File: config.mk
export PLATFORM = sky130hd
export DESIGN_NAME = sequenciador_tx
export DESIGN_NICKNAME = d
export VERILOG_FILES = /design/src/rtl/sequenciador_pkg.sv /design/src/rtl/sequenciador_tx_arbitro.sv /design/src/rtl/sequenciador_tx.sv
export SDC_FILE = /design/constraint.sdc
export NUM_CORES = 1
export LEC_CHECK = 0
export ABC_AREA = 1
export CAP_MARGIN = 30
export CORE_MARGIN = 2
export CORE_UTILIZATION = 45
export CTS_CLUSTER_DIAMETER = 50
export DETAILED_ROUTE_END_ITERATION = 6
export HOLD_SLACK_MARGIN = 0.12
export PLACE_DENSITY = 0.71
export SLEW_MARGIN = 40
export SYNTH_ARGS = -nofsm -noshare
export SYNTH_HDL_FRONTEND = slang
export SYNTH_HIERARCHICAL = 1
export SYNTH_SLANG_ARGS = --single-unit
File: constraint.sdc
create_clock -name clock -period 1.8 [get_ports clock]
set_input_delay 0.36 -clock clock [delete_from_list [all_inputs] [get_ports clock]]
set_output_delay 0.36 -clock clock [all_outputs]
set_load 0.02 [all_outputs]
File: src/rtl/sequenciador_pkg.sv
// Shared definitions for the two-requester UART packet sequencer:
// state encoding, byte index constants and default timeout sizing.
package sequenciador_pkg;

  localparam logic [2:0] ST_OCIOSO       = 3'd0;
  localparam logic [2:0] ST_CONCEDE      = 3'd1;
  localparam logic [2:0] ST_ESPERA_LIVRE = 3'd2;
  localparam logic [2:0] ST_INICIA       = 3'd3;
  localparam logic [2:0] ST_AGUARDA      = 3'd4;
  localparam logic [2:0] ST_PROXIMO      = 3'd5;
  localparam logic [2:0] ST_FINALIZA     = 3'd6;

  typedef enum logic [2:0] {
    OCIOSO       = ST_OCIOSO,
    CONCEDE      = ST_CONCEDE,
    ESPERA_LIVRE = ST_ESPERA_LIVRE,
    INICIA       = ST_INICIA,
    AGUARDA      = ST_AGUARDA,
    PROXIMO      = ST_PROXIMO,
    FINALIZA     = ST_FINALIZA
  } estado_t;

  localparam logic BYTE_CODIGO = 1'b0;
  localparam logic BYTE_VALOR  = 1'b1;

  localparam int TIMEOUT_CICLOS_PADRAO  = 65535;
  localparam int LARGURA_TIMEOUT_PADRAO = 16;

endpackage

File: src/rtl/sequenciador_tx_arbitro.sv
// Two-way round-robin arbiter: combinational one-hot grant (bit0 = A, bit1 = B)
// and a pointer that, after each load, favours the side that was not granted.
module arbitro_rr2 (
  input  logic       clock,
  input  logic       reset,
  input  logic       reqA,
  input  logic       reqB,
  input  logic       carrega,
  output logic [1:0] concessao,
  output logic       ponteiro
);

  logic       r_ponteiro;
  logic [1:0] w_concessao;

  always_comb begin
    w_concessao = 2'b00;
    if (reqA && reqB) begin
      w_concessao = r_ponteiro ? 2'b10 : 2'b01;
    end else if (reqA) begin
      w_concessao = 2'b01;
    end else if (reqB) begin
      w_concessao = 2'b10;
    end
  end

  // Pointer = 1 means B is favoured next time both request.
  always_ff @(posedge clock) begin
    if (reset) begin
      r_ponteiro <= 1'b0;
    end else if (carrega && (w_concessao != 2'b00)) begin
      r_ponteiro <= w_concessao[0];
    end
  end

  assign concessao = w_concessao;
  assign ponteiro  = r_ponteiro;

endmodule

File: src/rtl/sequenciador_tx.sv
// Arbitrates requesters A and B for one uart_tx and sends each granted
// 2-byte packet (codigo, valor) through the start/done handshake.
module sequenciador_tx
  import sequenciador_pkg::*;
#(
  parameter int TIMEOUT_CICLOS  = TIMEOUT_CICLOS_PADRAO,
  parameter int LARGURA_TIMEOUT = LARGURA_TIMEOUT_PADRAO
) (
  input  logic       clock,
  input  logic       reset,
  input  logic       reqA,
  input  logic [7:0] codigoA,
  input  logic [7:0] valorA,
  input  logic       reqB,
  input  logic [7:0] codigoB,
  input  logic [7:0] valorB,
  output logic       ackA,
  output logic       ackB,
  output logic       erroTimeout,
  output logic       ocupado,
  output logic       iniciaTx,
  output logic [7:0] byteTx,
  input  logic       txAtivo,
  input  logic       txConcluido
);

  estado_t                    r_estado;
  estado_t                    w_proximo;
  logic                       r_lado_b;
  logic [7:0]                 r_codigo;
  logic [7:0]                 r_valor;
  logic                       r_indice;
  logic [LARGURA_TIMEOUT-1:0] r_contador;
  logic                       r_aborta;
  logic [7:0]                 r_byte_tx;
  logic                       r_concluido_ant;

  logic [1:0] w_concessao;
  logic       w_ponteiro;
  logic       w_carrega;
  logic       w_borda;
  logic       w_timeout;

  assign w_carrega = (r_estado == OCIOSO) && (w_concessao != 2'b00);
  assign w_borda   = txConcluido && !r_concluido_ant;
  assign w_timeout = (r_contador == LARGURA_TIMEOUT'(TIMEOUT_CICLOS - 1));

  arbitro_rr2 u_arbitro (
    .clock     (clock),
    .reset     (reset),
    .reqA      (reqA),
    .reqB      (reqB),
    .carrega   (w_carrega),
    .concessao (w_concessao),
    .ponteiro  (w_ponteiro)
  );

  always_ff @(posedge clock) begin
    if (reset) begin
      r_estado <= OCIOSO;
    end else begin
      r_estado <= w_proximo;
    end
  end

  always_comb begin
    w_proximo   = r_estado;
    iniciaTx    = 1'b0;
    ackA        = 1'b0;
    ackB        = 1'b0;
    erroTimeout = 1'b0;
    ocupado     = (r_estado != OCIOSO);
    case (r_estado)
      OCIOSO:       if (w_carrega) w_proximo = CONCEDE;
      CONCEDE:      w_proximo = ESPERA_LIVRE;
      ESPERA_LIVRE: if (!txAtivo && !txConcluido) w_proximo = INICIA;
      INICIA: begin
        iniciaTx  = 1'b1;
        w_proximo = AGUARDA;
      end
      // A done edge arriving on the timeout cycle still counts as success.
      AGUARDA: begin
        if (w_borda) begin
          w_proximo = PROXIMO;
        end else if (w_timeout) begin
          w_proximo = FINALIZA;
        end
      end
      PROXIMO:      w_proximo = (r_indice == BYTE_CODIGO) ? ESPERA_LIVRE : FINALIZA;
      FINALIZA: begin
        ackA        = !r_lado_b;
        ackB        = r_lado_b;
        erroTimeout = r_aborta;
        w_proximo   = OCIOSO;
      end
      default:      w_proximo = OCIOSO;
    endcase
  end

  // The pointer already moved to the non-granted side, so its inverse names the served side.
  always_ff @(posedge clock) begin
    if (reset) begin
      r_lado_b        <= 1'b0;
      r_codigo        <= 8'h00;
      r_valor         <= 8'h00;
      r_indice        <= BYTE_CODIGO;
      r_contador      <= '0;
      r_aborta        <= 1'b0;
      r_byte_tx       <= 8'h00;
      r_concluido_ant <= 1'b0;
    end else begin
      r_concluido_ant <= txConcluido;
      case (r_estado)
        CONCEDE: begin
          r_lado_b <= w_ponteiro ? 1'b0 : 1'b1;
          r_codigo <= w_ponteiro ? codigoA : codigoB;
          r_valor  <= w_ponteiro ? valorA : valorB;
          r_indice <= BYTE_CODIGO;
        end
        ESPERA_LIVRE: begin
          if (w_proximo == INICIA) begin
            r_byte_tx <= (r_indice == BYTE_CODIGO) ? r_codigo : r_valor;
          end
        end
        INICIA:   r_contador <= '0;
        AGUARDA: begin
          if (!w_borda && w_timeout) begin
            r_aborta <= 1'b1;
          end else begin
            r_contador <= r_contador + 1'b1;
          end
        end
        PROXIMO:  if (r_indice == BYTE_CODIGO) r_indice <= BYTE_VALOR;
        FINALIZA: r_aborta <= 1'b0;
        default: ;
      endcase
    end
  end

  assign byteTx = r_byte_tx;

endmodule
==> impl_metrics.py <==
metrics = {
    "worst_setup_path": {
        "critical_path_required_ps": 1440,
        "cp_max_fo": 4,
        "r2r_start": "r_contador[0]",
        "worst-setup-path-type": "reg2out",
        "cp-start-kind": "flop",
        "cp-end-kind": "primary output",
        "arrival_ps": 1330,
        "crit_path_start": "r_estado[0]",
    },
    "synthesis": {
        "yosys_warnings": 6,
        "synth_top_area_share_pct": 37.54,
        "yosysTopAreaCell": "dfxtp_1",
        "synth.distinct_cells": 31,
        "syn_area_per_cell_um2": 6.808,
        "syn_area_um2": 2560,
        "ys_seq_elements": 48,
        "synth_area_leaders": "dfxtp_1 (38%), nand2_1 (16%), nor2_1 (6.0%), o21ai_0 (5.3%), inv_1 (4.5%)",
        "synth_nets": 416,
        "ys_seq_area_share_pct": 37.54,
        "synth_cells": 376,
    },
    "grt": {
        "grt.overflow.total": 0,
        "grt_pass1_wl_um": 10980,
        "grt_pass1_vias": 2459,
        "track_usage_pct": 21.68,
        "groute.layer.met2.usage_pct": 36.30,
        "grt_busiest_layer": "met2",
        "grt_use_met3_pct": 3.846,
        "grt_antenna_before_repair": 0,
        "gr-usage-met1_pct": 28.26,
        "grt_max_degree": 36,
    },
    "finish": {
        "fin_nets": 481,
        "n_antenna_cell": 0,
        "fin_area_um2": 3382,
        "drive_above_1_share_pct": 13.83,
        "final_util_pct": 61.42,
        "final_cells": 513,
        "area_delta_synth_final_pct": 32.11,
    },
    "pwr": {
        "seqPwrFrac_pct": 46.9,
        "ir_worst_vdd_v": 0.0003478,
        "p_leak_nw": 1.281,
        "power_per_cell_area_nw_per_um2": 746.7,
        "clock_power_share_pct": 35.8,
        "total_power_mw": 2.525,
        "power_frac_comb_pct": 17.3,
        "sw_frac_of_total_pct": 25.75,
        "p_int_mw": 1.875,
        "power.switching_mw": 0.6503,
    },
    "clock_network": {
        "cts_sinks": 48,
        "cts.clk_slew.worst_paths_ps": 90,
        "cts_tree": "done",
        "cts_root_buf": "clkbuf_8",
        "cts_htree_levels": 2,
        "post_cts_buffers": 0,
        "cts_buffers": 5,
        "clockBufferDepth": 2,
        "insertion_delay_ps": 300,
    },
    "placement": {
        "portBuffers": 50,
        "placed_area_um2": 3258,
        "routabilityCongestion": 0.8711,
        "dp_hpwl_um": 4724,
        "placed_cells": 506,
    },
    "routing": {
        "drc_errors": 0,
        "vias_per_cell": 5.027,
        "routed-via-count": 2579,
        "wire_per_inst_um": 12.32,
        "drt_wl_total_um": 6319,
        "drt_first_pass_iters": 4,
        "detail-route-antenna-nets": 0,
        "first_iter_violations": 166,
    },
    "timing": {
        "finalCritPeriodShare_pct": 93.95,
        "setup_viol": 0,
        "fin_tns_setup_ps": 0,
        "fmax_mhz": 591.3,
        "timing.slew.headroom_pct": 64.87,
        "period_needed_ps": 1691,
        "fin_worst_skew_ps": 5.221,
        "tightest_slew_ps": 526.3,
        "grt_setup_unrepaired": "false",
        "hold_viol_final": 0,
        "slew_violations": 0,
    },
    "floorplanning": {
        "core.rowCount": 27,
        "initial_core_util_pct": 46.49,
        "die_area_um2": 6308,
        "die_w_um": 79.43,
        "die_h_um": 79.43,
        "core-area_um2": 5507,
        "pin_count": 51,
    },
    "worst_hold_path": {
        "hold_path.class": "reg2reg",
        "min_from": "r_aborta",
    },
    "job": {
        "maxCapViolations": 0,
    },
    "outcome": {
        "status": "completed",
    },
}
[sequential cells by signal, summed over array words and instances, names as in the netlist]
signal,count
byteTx,8
r_aborta,1
r_codigo,8
r_concluido_ant,1
r_contador,16
r_estado,3
r_indice,1
r_lado_b,1
r_valor,8
u_arbitro/ponteiro,1
[power by group through the flow]
stage          logic [mW]  clock network (mW)  registers, mW
5_1_grt             0.493               0.963           1.19
3_5_place_dp        0.443                   0           1.21
4_1_cts             0.441               0.928           1.18
2_1_floorplan       0.275                   0           1.19
3_3_place_gp        0.437                   0           1.21
6_report            0.436               0.904           1.18
[repair_timing]
| action | CTS | global route |
|---|---|---|
| cloned | 0 | 0 |
| resized for setup | 5 | 5 |
| setup endpoints to repair | 5 | 4 |
| hold buffers | 0 | 0 |
[final timing paths]
check	end	slack (ps)	depth (start not counted)
worst max-delay path	erroTimeout	110	4
worst min-delay path	r_aborta	470	2
worst max register to register	r_contador[1]	140	11
worst min register to register	r_aborta	470	2
[cell type report]
class | instances | area (µm²)
clock buffers | 5 | 68.82
flip-flops and latches | 48 | 960.9
repair buffers | 74 | 685.7
fillers | 520 | 2125
clock inverters | 2 | 60.06
inverters | 33 | 126.4
multi-input cells | 279 | 1390
well taps | 72 | 90.09
[stage by stage]
stage,setup WS (ps),hold slack (ps)
final,108.8,466.3
after global routing,0.9386,498.9
after CTS,63.87,472.5
after detailed placement,35.46,458.5
after global placement,59.34,446.2
after floorplan,241.8,422.4
[kinds of logic (layout without fill, tap and decap cells)]
kind of cell,after synthesis,count (layout),share of synthesized area (%)
compound gates,76,76,17.84
xor+xnor,7,7,2.395
mux,1,1,0.4399
buf+inv,49,114,8.162
flops,48,48,37.54
fa+ha+maj,2,2,0.9774
simple gates,193,193,32.65
[metal layers]
metal	part of all wire, %	routed length (µm)	vias to the layer above
li1	-	-	1353
met1	48	3017	1161
met2	47	2947	57
met3	4.2	265	8
met4	1.4	88	0
met5	0	0	-
[worst max-delay path: stages, from the launching register on]
cell and delay (ps):
dfxtp_1 340, inv_1 120, nand3_1 150, nor2_1 110
clkdlybuf4s15_1 300
[synth_stat cells (all sizes together)]
cell / instances
a21boi: 2
a21oi: 28
a31oi: 17
buf: 5
clkbuf: 11
dfxtp: 48
ha: 2
inv: 33
mux2: 1
nand2: 113
nand3: 23
nand4: 9
nor2: 45
nor3: 2
o21ai: 27
o21bai: 2
or2: 1
xnor2: 1
xor2: 6
[placed cells by master, fill, tap and decap left out, drive strengths merged, types with 6 or more instances in the layout]
cell type      count
nand2            113
dfxtp             48
clkdlybuf4s50     45
nor2              45
inv               33
a21oi             28
o21ai             27
buf               24
nand3             23
a31oi             17
nand4              9
xor2               6
clkbuf             6
No activity file was read; power rests on OpenSTA's default activity.
